File: src/rtl/audio_pkg.sv
// Shared types, defaults and helpers for the I2S record path.
// The peak-meter helper abs_sat is used only when I2S_RX_PEAK_METER_EN is defined.
package audio_pkg;

    localparam int unsigned CLIP_LEN_DEF    = 64;
    localparam int unsigned SAMPLE_BITS_DEF = 16;
    localparam int unsigned SAMPLE_W        = 16;
    localparam int unsigned WORD_W          = 32;

    typedef enum logic [2:0] {
        IDLE  = 3'd0,
        SYNC  = 3'd1,
        RUN   = 3'd2,
        WRITE = 3'd3,
        DONE  = 3'd4
    } state_t;

    typedef struct packed {
        logic [SAMPLE_W-1:0] right;
        logic [SAMPLE_W-1:0] left;
    } frame_t;

    // Stereo frame as stored in BRAM: right channel in the upper half.
    function automatic logic [WORD_W-1:0] pack_frame(input logic [SAMPLE_W-1:0] left,
                                                     input logic [SAMPLE_W-1:0] right);
        frame_t f;
        f.right = right;
        f.left  = left;
        return f;
    endfunction

    // Magnitude of a two's-complement sample; the most negative value saturates.
    function automatic logic [SAMPLE_W-1:0] abs_sat(input logic [SAMPLE_W-1:0] s);
        if (s == 16'h8000) return 16'h7FFF;
        return s[SAMPLE_W-1] ? (~s + 16'd1) : s;
    endfunction

endpackage

File: src/rtl/i2s_rx_deser.sv
// I2S slave deserialiser: synchronises codec clocks/data into clk, detects BCLK rises,
// shifts left/right samples MSB-first and flags each completed stereo frame.
module i2s_rx_deser
    import audio_pkg::*;
#(
    parameter int unsigned SAMPLE_BITS = SAMPLE_BITS_DEF,
    parameter int unsigned SYNC_STAGES = 2
) (
    input  logic                clk,
    input  logic                rst,
    input  logic                i2s_bclk_i,
    input  logic                i2s_lrclk_i,
    input  logic                i2s_recdat_i,
    output logic [SAMPLE_W-1:0] left_o,
    output logic [SAMPLE_W-1:0] right_o,
    output logic                frame_valid_o,
    output logic                left_start_o
);

    localparam int unsigned CNT_W = $clog2(SAMPLE_BITS + 1);

    logic [SYNC_STAGES-1:0] bclk_sync_q, lr_sync_q, dat_sync_q;
    logic                   bclk_prev_q;
    logic                   lr_prev_q, lr_prev_d;
    logic [CNT_W-1:0]       cnt_q, cnt_d;
    logic [SAMPLE_W-1:0]    left_q, left_d, right_q, right_d;
    logic                   left_done_q, left_done_d;
    logic                   frame_valid_q, frame_valid_d;
    logic                   left_start_q, left_start_d;

    logic bclk_s, lr_s, dat_s, bclk_rise;
    logic [3:0] bit_pos;

    assign bclk_s    = bclk_sync_q[SYNC_STAGES-1];
    assign lr_s      = lr_sync_q[SYNC_STAGES-1];
    assign dat_s     = dat_sync_q[SYNC_STAGES-1];
    assign bclk_rise = bclk_s & ~bclk_prev_q;
    // Left-justified placement: the n-th captured bit lands at bit 15-n.
    assign bit_pos   = 4'd15 - 4'(cnt_q);

    always_comb begin
        lr_prev_d     = lr_prev_q;
        cnt_d         = cnt_q;
        left_d        = left_q;
        right_d       = right_q;
        left_done_d   = left_done_q;
        frame_valid_d = 1'b0;
        left_start_d  = 1'b0;
        if (bclk_rise) begin
            lr_prev_d = lr_s;
            if (lr_s != lr_prev_q) begin
                // Transition rise carries the previous channel's LSB; start a new word.
                cnt_d = '0;
                if (lr_s) begin
                    right_d = '0;
                end else begin
                    left_d       = '0;
                    left_done_d  = 1'b0;
                    left_start_d = 1'b1;
                end
            end else if (cnt_q < CNT_W'(SAMPLE_BITS)) begin
                cnt_d = cnt_q + 1'b1;
                if (lr_s) right_d[bit_pos] = dat_s;
                else      left_d[bit_pos]  = dat_s;
                if (cnt_q == CNT_W'(SAMPLE_BITS - 1)) begin
                    if (!lr_s) begin
                        left_done_d = 1'b1;
                    end else if (left_done_q) begin
                        frame_valid_d = 1'b1;
                        left_done_d   = 1'b0;
                    end
                end
            end
        end
    end

    always_ff @(posedge clk or posedge rst) begin
        if (rst) begin
            bclk_sync_q   <= '0;
            lr_sync_q     <= '0;
            dat_sync_q    <= '0;
            bclk_prev_q   <= 1'b0;
            lr_prev_q     <= 1'b0;
            cnt_q         <= '0;
            left_q        <= '0;
            right_q       <= '0;
            left_done_q   <= 1'b0;
            frame_valid_q <= 1'b0;
            left_start_q  <= 1'b0;
        end else begin
            bclk_sync_q   <= {bclk_sync_q[SYNC_STAGES-2:0], i2s_bclk_i};
            lr_sync_q     <= {lr_sync_q[SYNC_STAGES-2:0], i2s_lrclk_i};
            dat_sync_q    <= {dat_sync_q[SYNC_STAGES-2:0], i2s_recdat_i};
            bclk_prev_q   <= bclk_s;
            lr_prev_q     <= lr_prev_d;
            cnt_q         <= cnt_d;
            left_q        <= left_d;
            right_q       <= right_d;
            left_done_q   <= left_done_d;
            frame_valid_q <= frame_valid_d;
            left_start_q  <= left_start_d;
        end
    end

    assign left_o        = left_q;
    assign right_o       = right_q;
    assign frame_valid_o = frame_valid_q;
    assign left_start_o  = left_start_q;

endmodule

File: src/rtl/i2s_rx_bram_capture.sv
// I2S record capture into a BRAM clip buffer (one-shot or looping).
// Define I2S_RX_PEAK_METER_EN to add per-channel peak_l/peak_r outputs latched at each wrap.
module i2s_rx_bram_capture
    import audio_pkg::*;
#(
    parameter int unsigned CLIP_LEN    = CLIP_LEN_DEF,
    parameter int unsigned SAMPLE_BITS = SAMPLE_BITS_DEF,
    parameter logic [31:0] BASE_ADDR   = 32'h0,
    parameter logic [31:0] ADDR_INC    = 32'h1,
    parameter int unsigned SYNC_STAGES = 2,
    localparam int unsigned IDX_W      = $clog2(CLIP_LEN)
) (
    input  logic               clk,
    input  logic               rst,
    input  logic               i2s_bclk,
    input  logic               i2s_lrclk,
    input  logic               i2s_recdat,
    input  logic               enable,
    input  logic               loop_mode,
    output logic [31:0]        BRAM_addr,
    output logic               BRAM_clk,
    output logic [31:0]        BRAM_din,
    output logic               BRAM_en,
    output logic               BRAM_rst,
    output logic [3:0]         BRAM_we,
    output logic [IDX_W-1:0]   wr_index,
    output logic               wrap,
    output logic               done
`ifdef I2S_RX_PEAK_METER_EN
    ,
    output logic [15:0]        peak_l,
    output logic [15:0]        peak_r
`endif
);

    logic [SAMPLE_W-1:0] left, right;
    logic                frame_valid, left_start;

    i2s_rx_deser #(
        .SAMPLE_BITS (SAMPLE_BITS),
        .SYNC_STAGES (SYNC_STAGES)
    ) u_deser (
        .clk           (clk),
        .rst           (rst),
        .i2s_bclk_i    (i2s_bclk),
        .i2s_lrclk_i   (i2s_lrclk),
        .i2s_recdat_i  (i2s_recdat),
        .left_o        (left),
        .right_o       (right),
        .frame_valid_o (frame_valid),
        .left_start_o  (left_start)
    );

    state_t             state_q, state_d;
    logic [31:0]        addr_q, addr_d, din_q, din_d;
    logic               en_q, en_d, brst_q;
    logic [3:0]         we_q, we_d;
    logic [IDX_W-1:0]   idx_q, idx_d;
    logic               wrap_q, wrap_d, done_q, done_d;
    logic               last_idx;

    assign last_idx = (idx_q == IDX_W'(CLIP_LEN - 1));

    always_comb begin
        state_d = state_q;
        addr_d  = addr_q;
        din_d   = din_q;
        en_d    = 1'b0;
        we_d    = 4'h0;
        idx_d   = idx_q;
        wrap_d  = 1'b0;
        done_d  = done_q;
        unique case (state_q)
            IDLE: begin
                done_d = 1'b0;
                idx_d  = '0;
                if (enable) state_d = SYNC;
            end
            SYNC: begin
                if (!enable) begin
                    state_d = IDLE;
                    idx_d   = '0;
                end else if (left_start) begin
                    state_d = RUN;
                end
            end
            RUN: begin
                if (!enable) begin
                    state_d = IDLE;
                    idx_d   = '0;
                end else if (frame_valid) begin
                    state_d = WRITE;
                    en_d    = 1'b1;
                    we_d    = 4'hF;
                    din_d   = pack_frame(left, right);
                    addr_d  = BASE_ADDR + 32'(idx_q) * ADDR_INC;
                end
            end
            WRITE: begin
                // The write has been presented this cycle; advance and decide where to go.
                state_d = RUN;
                idx_d   = last_idx ? '0 : idx_q + 1'b1;
                if (last_idx) begin
                    wrap_d = 1'b1;
                    if (!loop_mode) begin
                        state_d = DONE;
                        done_d  = 1'b1;
                    end
                end
                if (!enable) begin
                    state_d = IDLE;
                    idx_d   = '0;
                    done_d  = 1'b0;
                end
            end
            DONE: begin
                if (!enable) begin
                    state_d = IDLE;
                    done_d  = 1'b0;
                    idx_d   = '0;
                end
            end
            default: state_d = IDLE;
        endcase
    end

    always_ff @(posedge clk or posedge rst) begin
        if (rst) begin
            state_q <= IDLE;
            addr_q  <= BASE_ADDR;
            din_q   <= '0;
            en_q    <= 1'b0;
            we_q    <= 4'h0;
            brst_q  <= 1'b1;
            idx_q   <= '0;
            wrap_q  <= 1'b0;
            done_q  <= 1'b0;
        end else begin
            state_q <= state_d;
            addr_q  <= addr_d;
            din_q   <= din_d;
            en_q    <= en_d;
            we_q    <= we_d;
            brst_q  <= 1'b0;
            idx_q   <= idx_d;
            wrap_q  <= wrap_d;
            done_q  <= done_d;
        end
    end

    assign BRAM_addr = addr_q;
    assign BRAM_clk  = clk;
    assign BRAM_din  = din_q;
    assign BRAM_en   = en_q;
    assign BRAM_rst  = brst_q;
    assign BRAM_we   = we_q;
    assign wr_index  = idx_q;
    assign wrap      = wrap_q;
    assign done      = done_q;

`ifdef I2S_RX_PEAK_METER_EN
    logic [15:0] pk_l_q, pk_r_q, hold_l_q, hold_r_q;
    logic [15:0] abs_l, abs_r, pk_l_new, pk_r_new;

    // Running maxima include the word being written this cycle.
    assign abs_l    = abs_sat(din_q[15:0]);
    assign abs_r    = abs_sat(din_q[31:16]);
    assign pk_l_new = (abs_l > pk_l_q) ? abs_l : pk_l_q;
    assign pk_r_new = (abs_r > pk_r_q) ? abs_r : pk_r_q;

    always_ff @(posedge clk or posedge rst) begin
        if (rst) begin
            pk_l_q   <= '0;
            pk_r_q   <= '0;
            hold_l_q <= '0;
            hold_r_q <= '0;
        end else if (state_q == WRITE) begin
            if (last_idx) begin
                hold_l_q <= pk_l_new;
                hold_r_q <= pk_r_new;
                pk_l_q   <= '0;
                pk_r_q   <= '0;
            end else begin
                pk_l_q <= pk_l_new;
                pk_r_q <= pk_r_new;
            end
        end
    end

    assign peak_l = hold_l_q;
    assign peak_r = hold_r_q;
`endif

endmodule

File: config.mk
export PLATFORM = sky130hd
export DESIGN_NAME = i2s_rx_bram_capture
export DESIGN_NICKNAME = d
export VERILOG_FILES = /design/src/rtl/audio_pkg.sv /design/src/rtl/i2s_rx_deser.sv /design/src/rtl/i2s_rx_bram_capture.sv
export SDC_FILE = /design/constraint.sdc
export NUM_CORES = 1
export LEC_CHECK = 0
export BUFFER_PORTS_ARGS = -buffer_cell sky130_fd_sc_hd__buf_4
export CORE_AREA = 4 4 93 95
export CTS_BUF_LIST = sky130_fd_sc_hd__clkbuf_8
export DETAILED_ROUTE_END_ITERATION = 8
export DIE_AREA = 0 0 97 99
export GPL_ROUTABILITY_DRIVEN = 0
export PLACE_DENSITY_LB_ADDON = 0.1
export SYNTH_ARGS = -nofsm -noshare
export SYNTH_HDL_FRONTEND = slang
export SYNTH_HIERARCHICAL = 1
export SYNTH_SLANG_ARGS = --single-unit
File: constraint.sdc
create_clock -name clk -period 3.4 [get_ports clk]
set_input_delay 0.34 -clock clk [delete_from_list [all_inputs] [get_ports clk]]
set_output_delay 0.34 -clock clk [all_outputs]
set_load 0.005 [all_outputs]
==> impl_metrics.prom <==
# TYPE chip_impl_metric gauge
chip_impl_metric{name="count_of_hold_buffers_inserted_by_post_cts_repair",unit=""} 3
chip_impl_metric{name="syn-cell-area",unit="um^2"} 4780
chip_impl_metric{name="tightest_slew",unit="ns"} 1.071
chip_impl_metric{name="synth_enable_flop_cells",unit=""} 0
chip_impl_metric{name="via_count_of_the_first_global_routing_pass",unit=""} 3356
chip_impl_metric{name="clk_latency",unit="ns"} 0.48
chip_impl_metric{name="postPlaceCellArea",unit="um^2"} 5100
chip_impl_metric{name="core.rowCount",unit=""} 32
chip_impl_metric{name="buffer_ports.inserted",unit=""} 59
chip_impl_metric{name="drt_iter0_drc",unit=""} 273
chip_impl_info{name="hp-class",value="primary input to async pin"} 1
chip_impl_metric{name="netlist-cell-type-count",unit=""} 52
chip_impl_metric{name="ant_diodes",unit=""} 0
chip_impl_metric{name="vias_per_cell",unit=""} 6.014
chip_impl_metric{name="drtAntennaViolNets",unit=""} 0
chip_impl_metric{name="endpoints_failing_setup",unit=""} 0
chip_impl_metric{name="worst-endpoint-required",unit="ns"} 3.06
chip_impl_metric{name="p_leak",unit="nW"} 2.630
chip_impl_metric{name="num-nets-final",unit=""} 466
chip_impl_metric{name="synth_sequential_area_ratio",unit="%"} 51.86
chip_impl_metric{name="chipWidth",unit="um"} 97
chip_impl_metric{name="synth_seq_cells",unit=""} 99
chip_impl_metric{name="design.die.area",unit="um^2"} 9603
chip_impl_info{name="grt_setup_unrepaired",value="no"} 1
chip_impl_metric{name="number_of_antenna_violations_at_the_first_check_in_global_routing",unit=""} 0
chip_impl_metric{name="post_cts.repair.setup_buffers",unit=""} 0
chip_impl_info{name="tritoncts_clock_tree",value="yes"} 1
chip_impl_metric{name="post_route_cells_drive_above_1_share",unit="%"} 29.17
chip_impl_metric{name="grt_max_degree",unit=""} 52
chip_impl_metric{name="critical_path.max_fanout",unit=""} 2
chip_impl_metric{name="grt_pass1_wl",unit="um"} 16700
chip_impl_metric{name="maxSlewHeadroom",unit="%"} 28.60
chip_impl_metric{name="timing.clock.skew",unit="ns"} 0.008859
chip_impl_info{name="final_common_cell",value="sky130_fd_sc_hd__dfrtp_1"} 1
chip_impl_metric{name="yosys_warn_count",unit=""} 6
chip_impl_metric{name="detail_route.wl_per_cell",unit="um"} 17.79
chip_impl_metric{name="ios",unit=""} 86
chip_impl_metric{name="timing_hold_violations_final",unit=""} 0
chip_impl_metric{name="power_density",unit="nW/um^2"} 536.4
chip_impl_metric{name="placed_wire_length_estimate_after_detailed_placement",unit="um"} 6434
chip_impl_metric{name="drc_violation_count_after_routing",unit=""} 0
chip_impl_info{name="kind_of_start_point_of_the_critical_path",value="clock port"} 1
chip_impl_info{name="synth-main-ff-cell",value="sky130_fd_sc_hd__dfrtp_1"} 1
chip_impl_metric{name="cts_resized",unit=""} 0
chip_impl_info{name="mostFrequentLayoutCells",value="98 x sky130_fd_sc_hd__dfrtp_1, 65 x sky130_fd_sc_hd__buf_4, 30 x sky130_fd_sc_hd__mux2_2, 27 x sky130_fd_sc_hd__conb_1, 22 x sky130_fd_sc_hd__o2111ai_1"} 1
chip_impl_metric{name="asyncSetResetFlopFracSynth",unit="%"} 100.0
chip_impl_metric{name="peakVddDrop",unit="mV"} 0.3717
chip_impl_metric{name="gr-usage-all-layers",unit="%"} 21.59
chip_impl_metric{name="area_growth_syn_to_layout",unit="%"} 12.88
chip_impl_metric{name="dr.pass1.iters",unit=""} 5
chip_impl_metric{name="num_vias",unit=""} 3356
chip_impl_metric{name="die_h",unit="um"} 99
chip_impl_metric{name="cap_viol_max_count",unit=""} 0
chip_impl_metric{name="clk_pin_slew_worst_paths",unit="ns"} 0.09
chip_impl_metric{name="wirelength",unit="um"} 9927
chip_impl_metric{name="postLayoutCoreUtil",unit="%"} 69.82
chip_impl_metric{name="initial_core_util",unit="%"} 61.85
chip_impl_metric{name="fin_setup_tns",unit="ns"} 0
chip_impl_metric{name="fin_total_pwr",unit="mW"} 2.894
chip_impl_metric{name="globalRouteOverflowTotal",unit=""} 0
chip_impl_info{name="status",value="finished, final reports clean"} 1
chip_impl_info{name="worstSetupPathType",value="clock port to primary output"} 1
chip_impl_metric{name="core_region_area",unit="um^2"} 7727
chip_impl_metric{name="synthesis.area_per_instance",unit="um^2"} 11.77
chip_impl_info{name="worstSetupEndpointType",value="primary output"} 1
chip_impl_metric{name="timing.final.max_slew_violations",unit=""} 0
chip_impl_metric{name="final_cell_area",unit="um^2"} 5395
chip_impl_metric{name="cp.arrival",unit="ns"} 2.05
chip_impl_metric{name="synth_cells",unit=""} 406
-- worst max-delay path: stages --
cell and delay (ns):
sky130_fd_sc_hd__clkbuf_8 0.11, sky130_fd_sc_hd__clkbuf_8 0.12, sky130_fd_sc_hd__buf_4 0.12
-- synth_stat cells (4+ instances only) --
cell / number / area, um^2
sky130_fd_sc_hd__dfrtp_1: 98 / 2452
sky130_fd_sc_hd__buf_4: 31 / 232.7
sky130_fd_sc_hd__mux2_2: 30 / 337.8
sky130_fd_sc_hd__o2111ai_1: 22 / 192.7
sky130_fd_sc_hd__nand2_1: 21 / 78.83
sky130_fd_sc_hd__o2bb2ai_1: 21 / 183.9
sky130_fd_sc_hd__o21ai_0: 15 / 75.07
sky130_fd_sc_hd__clkbuf_1: 14 / 52.55
sky130_fd_sc_hd__buf_2: 13 / 65.06
sky130_fd_sc_hd__nand3_1: 12 / 60.06
sky130_fd_sc_hd__inv_1: 10 / 37.54
sky130_fd_sc_hd__mux2_4: 9 / 135.1
sky130_fd_sc_hd__ha_1: 8 / 100.1
sky130_fd_sc_hd__nor2_1: 8 / 30.03
sky130_fd_sc_hd__nor2b_1: 7 / 43.79
sky130_fd_sc_hd__o41ai_1: 7 / 61.31
sky130_fd_sc_hd__a31oi_1: 6 / 37.54
sky130_fd_sc_hd__and3b_1: 6 / 52.55
sky130_fd_sc_hd__nor3b_1: 6 / 45.04
sky130_fd_sc_hd__a21oi_1: 4 / 20.02
sky130_fd_sc_hd__nand4_1: 4 / 25.02
sky130_fd_sc_hd__o21ai_1: 4 / 20.02
-- report_power, final --
group | switching (mW) | internal [mW]
Combinational | 0.314 | 0.198
Clock | 0.434 | 0.509
Sequential | 0.167 | 1.27
-- final cells by class --
type                    instances  area (um^2)
clock buffers                  13        172.7
clock inverters                 7        100.1
fillers                       588         2332
inverters                      11        41.29
multi-input cells             259         1964
flip-flops and latches         99         2479
well taps                     102        127.6
repair buffers                 67        510.5
-- worst paths after layout --
kind | cells after the start | end | startpoint | slack (ns)
worst max-delay path | 3 | BRAM_clk | clk | 1.01
worst min-delay path | 2 | u_deser/right_o[2] | rst | 0.10
worst max register to register | 5 | u_deser/left_o[14] | u_deser/lr_sync_q[1] | 1.13
worst min register to register | 0 | u_deser/dat_sync_q[1] | u_deser/dat_sync_q[0] | 0.36
max in group asynchronous | 2 | BRAM_din[28] | rst | 2.59
min in group clk | 2 | state_q[2] | enable | 0.15
-- logic make-up after synthesis --
family | count (synthesis) | share of synthesized area [%]
AOI/OAI and AO/OA | 97 | 15.68
xor gates and xnor gates | 2 | 0.3666
adders and majority gates | 8 | 2.094
buffers and inverters | 74 | 9.083
DFF | 99 | 51.86
muxes | 42 | 10.52
other | 1 | 0.07846
and+or+nand+nor | 83 | 10.31
-- registers in the layout, indices dropped and copies added (netlist names), 2 cells and up --
register,flops
state_q,3
BRAM_din,32
u_deser/lr_sync_q,2
BRAM_addr,6
u_deser/bclk_sync_q,2
u_deser/dat_sync_q,2
wr_index,6
u_deser/left_o,16
u_deser/cnt_q,5
u_deser/right_o,16
-- routing by layer --
metal	wire, um	global-route usage [%]	vias up	share of wire, %
met5	0	0	-	0
met3	718	5.237	19	7.2
li1	-	-	1533	-
met2	4651	33.17	169	47
met4	146	9.179	0	1.5
met1	4411	29.45	1635	44
-- per-stage QoR --
stage	worst slack [ns]	hold slack [ns]	std cells
detailed placement	1.181	0.3379	536
CTS	1.006	0.1392	558
finish	1.012	0.1015	558
global placement	1.249	0.3328	536
floorplan	1.249	0.3312	432
global route	0.9643	0.1420	558
No activity file was read; power rests on OpenSTA's default activity.
